**src/rtl/cellrv32_fifo_unpacker.sv**
```systemverilog
// ---------------------------------------------------------------------------
// cellrv32_fifo_unpacker
//
// Read-side companion for the generic single-clock FIFO. Pops packed entries
// from a FIFO read port (async-read style: rdata_i is valid together with
// avail_i) and emits them one LANE_WIDTH-bit lane at a time on a valid/ready
// stream, least-significant lane first. Each entry carries a "lanes minus 1"
// count above the payload, so partially filled words are emitted without
// padding lanes.
//
// Ports:
//   clk_i    - clock, rising edge
//   rstn_i   - synchronous reset, active low
//   clear_i  - synchronous abort, drops any entry currently being emitted
//   avail_i  - FIFO holds at least one entry
//   rdata_i  - FIFO head entry: {lane count - 1, payload}
//   re_o     - FIFO pop strobe (only ever high while avail_i is high)
//   lane_o   - current lane data
//   valid_o  - lane_o is valid
//   last_o   - current lane is the final lane of its entry
//   ready_i  - downstream accepts the current lane
//   busy_o   - an entry is held (same as valid_o)
// ---------------------------------------------------------------------------
module cellrv32_fifo_unpacker #(
  parameter  int DATA_WIDTH = 32,
  parameter  int LANE_WIDTH = 8,
  localparam int LANES      = DATA_WIDTH / LANE_WIDTH,
  localparam int CNT_W      = $clog2(LANES)
) (
  input  logic                        clk_i,
  input  logic                        rstn_i,
  input  logic                        clear_i,
  input  logic                        avail_i,
  input  logic [CNT_W+DATA_WIDTH-1:0] rdata_i,
  output logic                        re_o,
  output logic [LANE_WIDTH-1:0]       lane_o,
  output logic                        valid_o,
  output logic                        last_o,
  input  logic                        ready_i,
  output logic                        busy_o
);

  // Geometry must split evenly into a power-of-two number of lanes so the
  // count field covers exactly 0..LANES-1.
  if ((DATA_WIDTH % LANE_WIDTH) != 0) begin : g_chk_divisible
    $error("cellrv32_fifo_unpacker: DATA_WIDTH must be divisible by LANE_WIDTH");
  end

  if ((LANES < 2) || ((LANES & (LANES - 1)) != 0)) begin : g_chk_lanes
    $error("cellrv32_fifo_unpacker: DATA_WIDTH/LANE_WIDTH must be a power of two >= 2");
  end

  typedef enum logic {
    IDLE  = 1'b0,
    SHIFT = 1'b1
  } state_t;

  state_t                  state_q, state_d;
  logic [DATA_WIDTH-1:0]   sreg_q,  sreg_d;
  logic [CNT_W-1:0]        rem_q,   rem_d;

  logic                    handshake;
  logic                    rem_zero;
  logic                    load;

  // Handshake and pop decision. A new entry is taken either when idle or in
  // the very cycle the final lane of the current entry is accepted, which is
  // what gives back-to-back entries without a bubble. Reset and clear both
  // block the pop so the FIFO never loses an entry we cannot hold.
  always_comb begin
    handshake = (state_q == SHIFT) & ready_i;
    rem_zero  = (rem_q == '0);
    load      = avail_i & ~clear_i & rstn_i &
                ((state_q == IDLE) | (handshake & rem_zero));
  end

  // State register: every flop of the unpacker lives here.
  always_ff @(posedge clk_i) begin
    if (!rstn_i) begin
      state_q <= IDLE;
      sreg_q  <= '0;
      rem_q   <= '0;
    end else begin
      state_q <= state_d;
      sreg_q  <= sreg_d;
      rem_q   <= rem_d;
    end
  end

  // Next-state logic. clear_i wins over everything; the shift register is
  // left as-is on clear since lane_o is not presented as valid in IDLE.
  always_comb begin
    state_d = state_q;
    sreg_d  = sreg_q;
    rem_d   = rem_q;

    if (clear_i) begin
      state_d = IDLE;
    end else if (load) begin
      state_d = SHIFT;
      sreg_d  = rdata_i[DATA_WIDTH-1:0];
      rem_d   = rdata_i[CNT_W+DATA_WIDTH-1 -: CNT_W];
    end else if (handshake) begin
      if (!rem_zero) begin
        // Payload bits above the counted lanes shift down too, but the
        // entry ends before they can ever reach lane_o as valid data.
        sreg_d = sreg_q >> LANE_WIDTH;
        rem_d  = rem_q - CNT_W'(1);
      end else begin
        state_d = IDLE;
      end
    end
  end

  // Output logic, purely a function of the held state plus the pop strobe.
  always_comb begin
    re_o    = load;
    lane_o  = sreg_q[LANE_WIDTH-1:0];
    valid_o = (state_q == SHIFT);
    last_o  = (state_q == SHIFT) & rem_zero;
    busy_o  = (state_q == SHIFT);
  end

endmodule

```
**config.mk**
```make
export PLATFORM = sky130hd
export DESIGN_NAME = cellrv32_fifo_unpacker
export DESIGN_NICKNAME = d
export VERILOG_FILES = /design/src/rtl/cellrv32_fifo_unpacker.sv
export SDC_FILE = /design/constraint.sdc
export NUM_CORES = 1
export LEC_CHECK = 0
export ABC_CLOCK_PERIOD_IN_PS = 1850
export CAP_MARGIN = 20
export CORE_ASPECT_RATIO = 1.75
export CORE_MARGIN = 4
export CORE_UTILIZATION = 42
export DETAILED_ROUTE_END_ITERATION = 8
export GPL_ROUTABILITY_DRIVEN = 0
export PLACE_DENSITY = 0.72
export RECOVER_POWER = 100
export SYNTH_ARGS = -nofsm -noshare
export SYNTH_HDL_FRONTEND = slang
export SYNTH_SLANG_ARGS = --single-unit
```
**constraint.sdc**
```tcl
create_clock -name clk_i -period 1.85 [get_ports clk_i]
set_input_delay 0.185 -clock clk_i [delete_from_list [all_inputs] [get_ports clk_i]]
set_output_delay 0.185 -clock clk_i [all_outputs]
set_load 0.005 [all_outputs]
```
Yosys cells after proc, flatten, opt, wreduce, memory -nomap -nowiden
Cells that the tools add are included.
{ "op_classes": {"n_addsub": 1, "multipliers": 0, "n_div": 0, "order_cmp": 0, "n_eq_ne": 1, "shifts": 0, "mux": 9, "bitwise": 10, "reduce_logical": 6} }
{ "ops": {"columns": ["operator", "count"], "rows": [
  ["2-to-1 mux 32 bit", 3],
  ["bitwise AND 1 bit", 6],
  ["2-to-1 mux 2 bit", 3],
  ["nonzero test 2 bit", 2],
  ["2-to-1 mux 1 bit", 3],
  ["inverter 1 bit", 3],
  ["AND reduction 3 bit", 1],
  ["zero test 2 bit", 1],
  ["!= test 2 bit (second input constant)", 1],
  ["AND reduction 2 bit", 1],
  ["OR reduction 2 bit", 1],
  ["subtractor 2 x 1 -> 2 bit (second input constant)", 1],
  ["OR 1 bit", 1]
]} }
{ "totals": {"register_bits": 35, "latchBits": 0, "ramBits": 0, "mem_bits_ro": 0, "in_bits": 39, "output_inout_bits": 12, "elab_cells": 30, "memories": 0} }

Longest topological paths before layout
{ "logic_depth": {"depth_word": 6, "depth_mapped": 7, "mapped_depth_nobuf": 6} }

Worst setup path before layout
Ideal clock, no wire load.
{ "synth_path": {"path_kind": "register -> register", "startpoint": "register rem_q[0]", "endpoint": "register sreg_q[10]", "setup_ns": 0.126, "t_arrival_ns": 1.333, "required_time_ns": 1.724, "slack_ns": 0.391, "stages_incl_launch_ff": 8, "path_buffers": 2, "period_less_slack_ns": 1.459, "path_cell_list": "dfxtp_1 inv_1 ha_1 a21bo_2 buf_6 buf_2 a32oi_1 a21boi_0"} }
{ "synth_between": {"elab_chain_cells": 6, "word_cells_on_any_way": 8, "cone_classes": "eq/ne (1); mux (1); bitwise (3); reduce/logical (3)"} }
{ "synth_lines": {"columns": ["element", "line_no", "text"], "rows": [
  ["start, declared", "60", "logic [CNT_W-1:0] rem_q, rem_d;"],
  ["start signal, assigned", "86", "rem_q <= rem_d;"],
  ["zero test 2 bit *", "72", "rem_zero = (rem_q == '0);"],
  ["bitwise AND 1 bit", "74", "((state_q == IDLE) | (handshake & rem_zero));"],
  ["OR 1 bit", "74", null],
  ["bitwise AND 1 bit", "73", "load = avail_i & ~clear_i & rstn_i &"],
  ["!= test 2 bit (no source line) or nonzero test 2 bit (tied branches)", null, null],
  ["AND reduction 3 bit (no source line)", null, null],
  ["end signal, assigned", "85", "sreg_q <= sreg_d;"],
  ["end, declared", "59", "logic [DATA_WIDTH-1:0] sreg_q, sreg_d;"]
]} }
Every way passes the cells marked *; elsewhere a longest branch is shown, timed or not.
A chain may end at the register's enable or synchronous reset.

Worst setup path after layout
{ "layout_path": {"startpoint": "input port rstn_i", "endpoint": "register sreg_q[15]"} }
{ "layout_between": {"elab_chain_cells": 4, "word_cells_on_any_way": 6, "cone_classes": "eq/ne (1); mux (1); bitwise (2); reduce/logical (2)"} }
{ "layout_lines": {"columns": ["element", "line_no", "text"], "rows": [
  ["start, declared", "31", "input logic rstn_i,"],
  ["bitwise AND 1 bit (2 in series)", "73", null],
  ["!= test 2 bit (no source line) or nonzero test 2 bit (tied branches)", null, null],
  ["AND reduction 3 bit (no source line)", null, null]
]} }
Parallel ways exist; a longest one is shown, timed or not.

==> flow_summary.toml <==
[pwr]
vdd_drop_max_v = 0.0005780
power.density_nw_per_um2 = 662.2
leakage_nw = 0.7970

[drt]
drt-total-wl_um = 4739
drtAntennaViolNets = 0
drtPass1Iterations = 4
drt_iter0_markers = 49
via_per_inst = 5.974
wl_per_cell_um = 17.42
drc = 0
vias = 1625

[timing]
worst_pin_slew_ns = 0.6305
fin_crit_sh_pct = 90.74
setup_tns_ns = 0
setup_violations = 0
hold_viol_final = 0
slew_headroom_pct = 57.97
fmax_ghz = 0.5957
slew_viol_final = 0
fin_crit_ns = 1.679
rsz0062_at_grt = "no"
finalWorstSetupSlack_ns = 0.1714
skew_ns = 0.008071

[global_route]
grt_pass1_vias = 1710
grt_use_met2_pct = 31.32
busiest_layer = "met2"
gr-usage-met3_pct = 5.335
overflow = 0
grt_antenna_before_repair = 0
use_met1_pct = 21.94
grt_max_degree = 38
grt_pass1_wl_um = 8045
track_usage_pct = 18.69

[setup_path]
critPathArrivalTime_ns = 1.89
cp.required_ns = 2.06
path_buf_inv = 3
worstSetupEndpointType = "flip-flop"
crit_path_top_delay_cell = "buf_2"
slowest_delay_ns = 0.52
startpoint_type = "primary input"
path_cells = "clkdlybuf4s50_1 -> buf_4 -> nand3b_1 -> buf_2 -> o211ai_1 -> a21boi_0"
path_delay_family = "buffers and inverters"
worstSetupPathType = "in2reg"
rrSetupSlack_ns = 0.27
crit_fanout = 37

[logic_synthesis]
synth_seq_area_share_pct = 38.78
synth_cells = 188
syn-num-nets = 228
synth_warnings = 0
avgSynthCellArea_um2 = 9.610
ys_seq_elements = 35
syn_area_um2 = 1807
synth_cell_types = 29

[clocking]
clk_pin_slew_worst_paths_ns = 0.07
htreeDepth = 2
clockBufferDepth = 2
clkLatencyLatePin_ns = 0.29
cts_hold_buf = 0
cts_tree = "done"
numCtsBuffers = 5
clock-root-buffer = "clkbuf_8"
clkSinkCount = 35

[job]
max_cap_viol_count = 0

[placed_design]
placed_area_um2 = 2262
dp_cells = 264
dp_slack_ns = 0.01288
place_hpwl_um = 3056
io_buffers = 50

[finish]
post-route-util_pct = 56.59
fin_nets = 262
area_delta_synth_final_pct = 29.99
fin_area_um2 = 2349
drive_gt1_share_pct = 10.31
antenna_cells = 0
fin_cells = 272

[floorplan]
num_rows = 31
die_x_um = 57.58
die_area_um2 = 5457
initial_utilization_pct = 43.53
ioPinCount = 51
die_h_um = 94.77
core_area_um2 = 4150

[outcome]
outcome = "finished, final reports clean"

[worst_hold_path]
hold_class = "in2reg"
[per-layer routing]
| metal | up-vias | part of all wire [%] |
|---|---|---|
| met2 | 37 | 53 |
| met5 | - | 0 |
| li1 | 796 | - |
| met1 | 786 | 41 |
| met4 | 0 | 1.5 |
| met3 | 6 | 4.3 |
[sequential cells by signal, summed over array words and instances (netlist names)]
register / count
sreg_q: 32
rem_q: 2
busy_o: 1
[Yosys cell counts]
library cell | number | area, µm²
nor3b_1 | 1 | 7.510
inv_1 | 3 | 11.26
nor2_1 | 2 | 7.510
clkbuf_1 | 3 | 11.26
and4bb_1 | 1 | 12.51
buf_6 | 2 | 22.52
and3b_1 | 1 | 8.760
a211o_1 | 1 | 8.760
and3_4 | 1 | 11.26
nand2_1 | 4 | 15.01
a21boi_1 | 12 | 90.09
and2_1 | 1 | 6.260
dfxtp_1 | 35 | 700.7
buf_2 | 15 | 75.07
o31ai_1 | 1 | 7.510
a31oi_1 | 1 | 6.260
o211ai_1 | 31 | 232.7
o31a_1 | 1 | 8.760
ha_1 | 1 | 12.51
a21boi_2 | 1 | 11.26
a21boi_0 | 19 | 142.6
buf_4 | 14 | 105.1
nand3b_1 | 1 | 7.510
a21bo_2 | 1 | 10.01
nand4bb_1 | 1 | 11.26
nand3_1 | 8 | 40.04
a32oi_1 | 23 | 201.4
and3_1 | 1 | 6.260
a211oi_1 | 2 | 15.01
[kinds of logic after synthesis]
family	Yosys count	share of synthesized area, %
buffers and inverters	37	12.47
flip-flops	35	38.78
AO/OA/AOI/OAI	93	40.65
AND/OR/NAND/NOR	22	7.411
adder cells (fa/ha/maj)	1	0.6924
[report_power, final]
group	leakage, nW	switching [mW]	internal [mW]
registers	0.285	0.0143	0.780
logic	0.470	0.0937	0.138
clock network	0.0422	0.265	0.264
total	0.797	0.373	1.18
[metrics by stage]
stage                     hold slack (ns)  total power, mW
after floorplan                    0.2611           0.9197
after global placement             0.4636            1.037
after detailed placement           0.4801            1.044
after CTS                          0.4532            1.572
after global routing               0.4780            1.628
final                              0.4672            1.555
[layout by cell type (no fill, tap or decap)]
master / Yosys / layout
inv_2: 0 / 1
o31a_1: 1 / 1
and2_1: 1 / 1
clkinv_2: 0 / 1
clkdlybuf4s50_1: 0 / 39
and3_1: 1 / 1
buf_4: 14 / 6
nand3b_1: 1 / 1
buf_12: 0 / 2
a21boi_1: 12 / 2
inv_1: 3 / 2
nor2_1: 2 / 2
o211ai_1: 31 / 31
and4bb_1: 1 / 1
nor3b_1: 1 / 1
o31ai_1: 1 / 1
dfxtp_2: 0 / 1
a32oi_1: 23 / 23
nand2_1: 4 / 4
ha_4: 0 / 1
a211oi_1: 2 / 2
a211o_1: 1 / 1
dfxtp_1: 35 / 34
dlygate4sd2_1: 0 / 1
nand4bb_1: 1 / 1
nand3_1: 8 / 8
a21boi_2: 1 / 1
and3_4: 1 / 1
dlygate4sd3_1: 0 / 10
buf_2: 15 / 1
a21bo_2: 1 / 1
clkbuf_8: 0 / 5
clkbuf_2: 0 / 2
and3b_1: 1 / 1
a31oi_1: 1 / 1
a21boi_0: 19 / 29
clkbuf_1: 3 / 2
[final cells by class]
class	instances	area, µm²
fill	384	1802
multi-input combinational	116	893.4
sequential	35	701.9
timing repair buffer	61	599.3
clock buffer	7	76.32
tap	49	61.31
inverter	3	11.26
clock inverter	1	5.005
[worst paths after layout]
kind                          startpoint                      end  cells past startpoint
setup reg to reg   rem_q[1]$_SDFFE_PN0P_    rem_q[1]$_SDFFE_PN0P_                      6
hold reg to reg   sreg_q[0]$_SDFFE_PN0P_   sreg_q[0]$_SDFFE_PN0P_                      2
hold / removal               rdata_i[30]  sreg_q[30]$_SDFFE_PN0P_                      3
setup / recovery                  rstn_i  sreg_q[15]$_SDFFE_PN0P_                      6
[tightest hold or removal path, cell delays in order]
cell and delay [ns]:
clkdlybuf4s50_1 0.39, nand3_1 0.06, a21boi_0 0.06
[timing repair]
action / CTS / global route
endpoints found under the setup margin: 1 / 0
gates resized for setup: 6 / 0
setup buffers: 0 / 0
(Power assumes the default switching activity.)
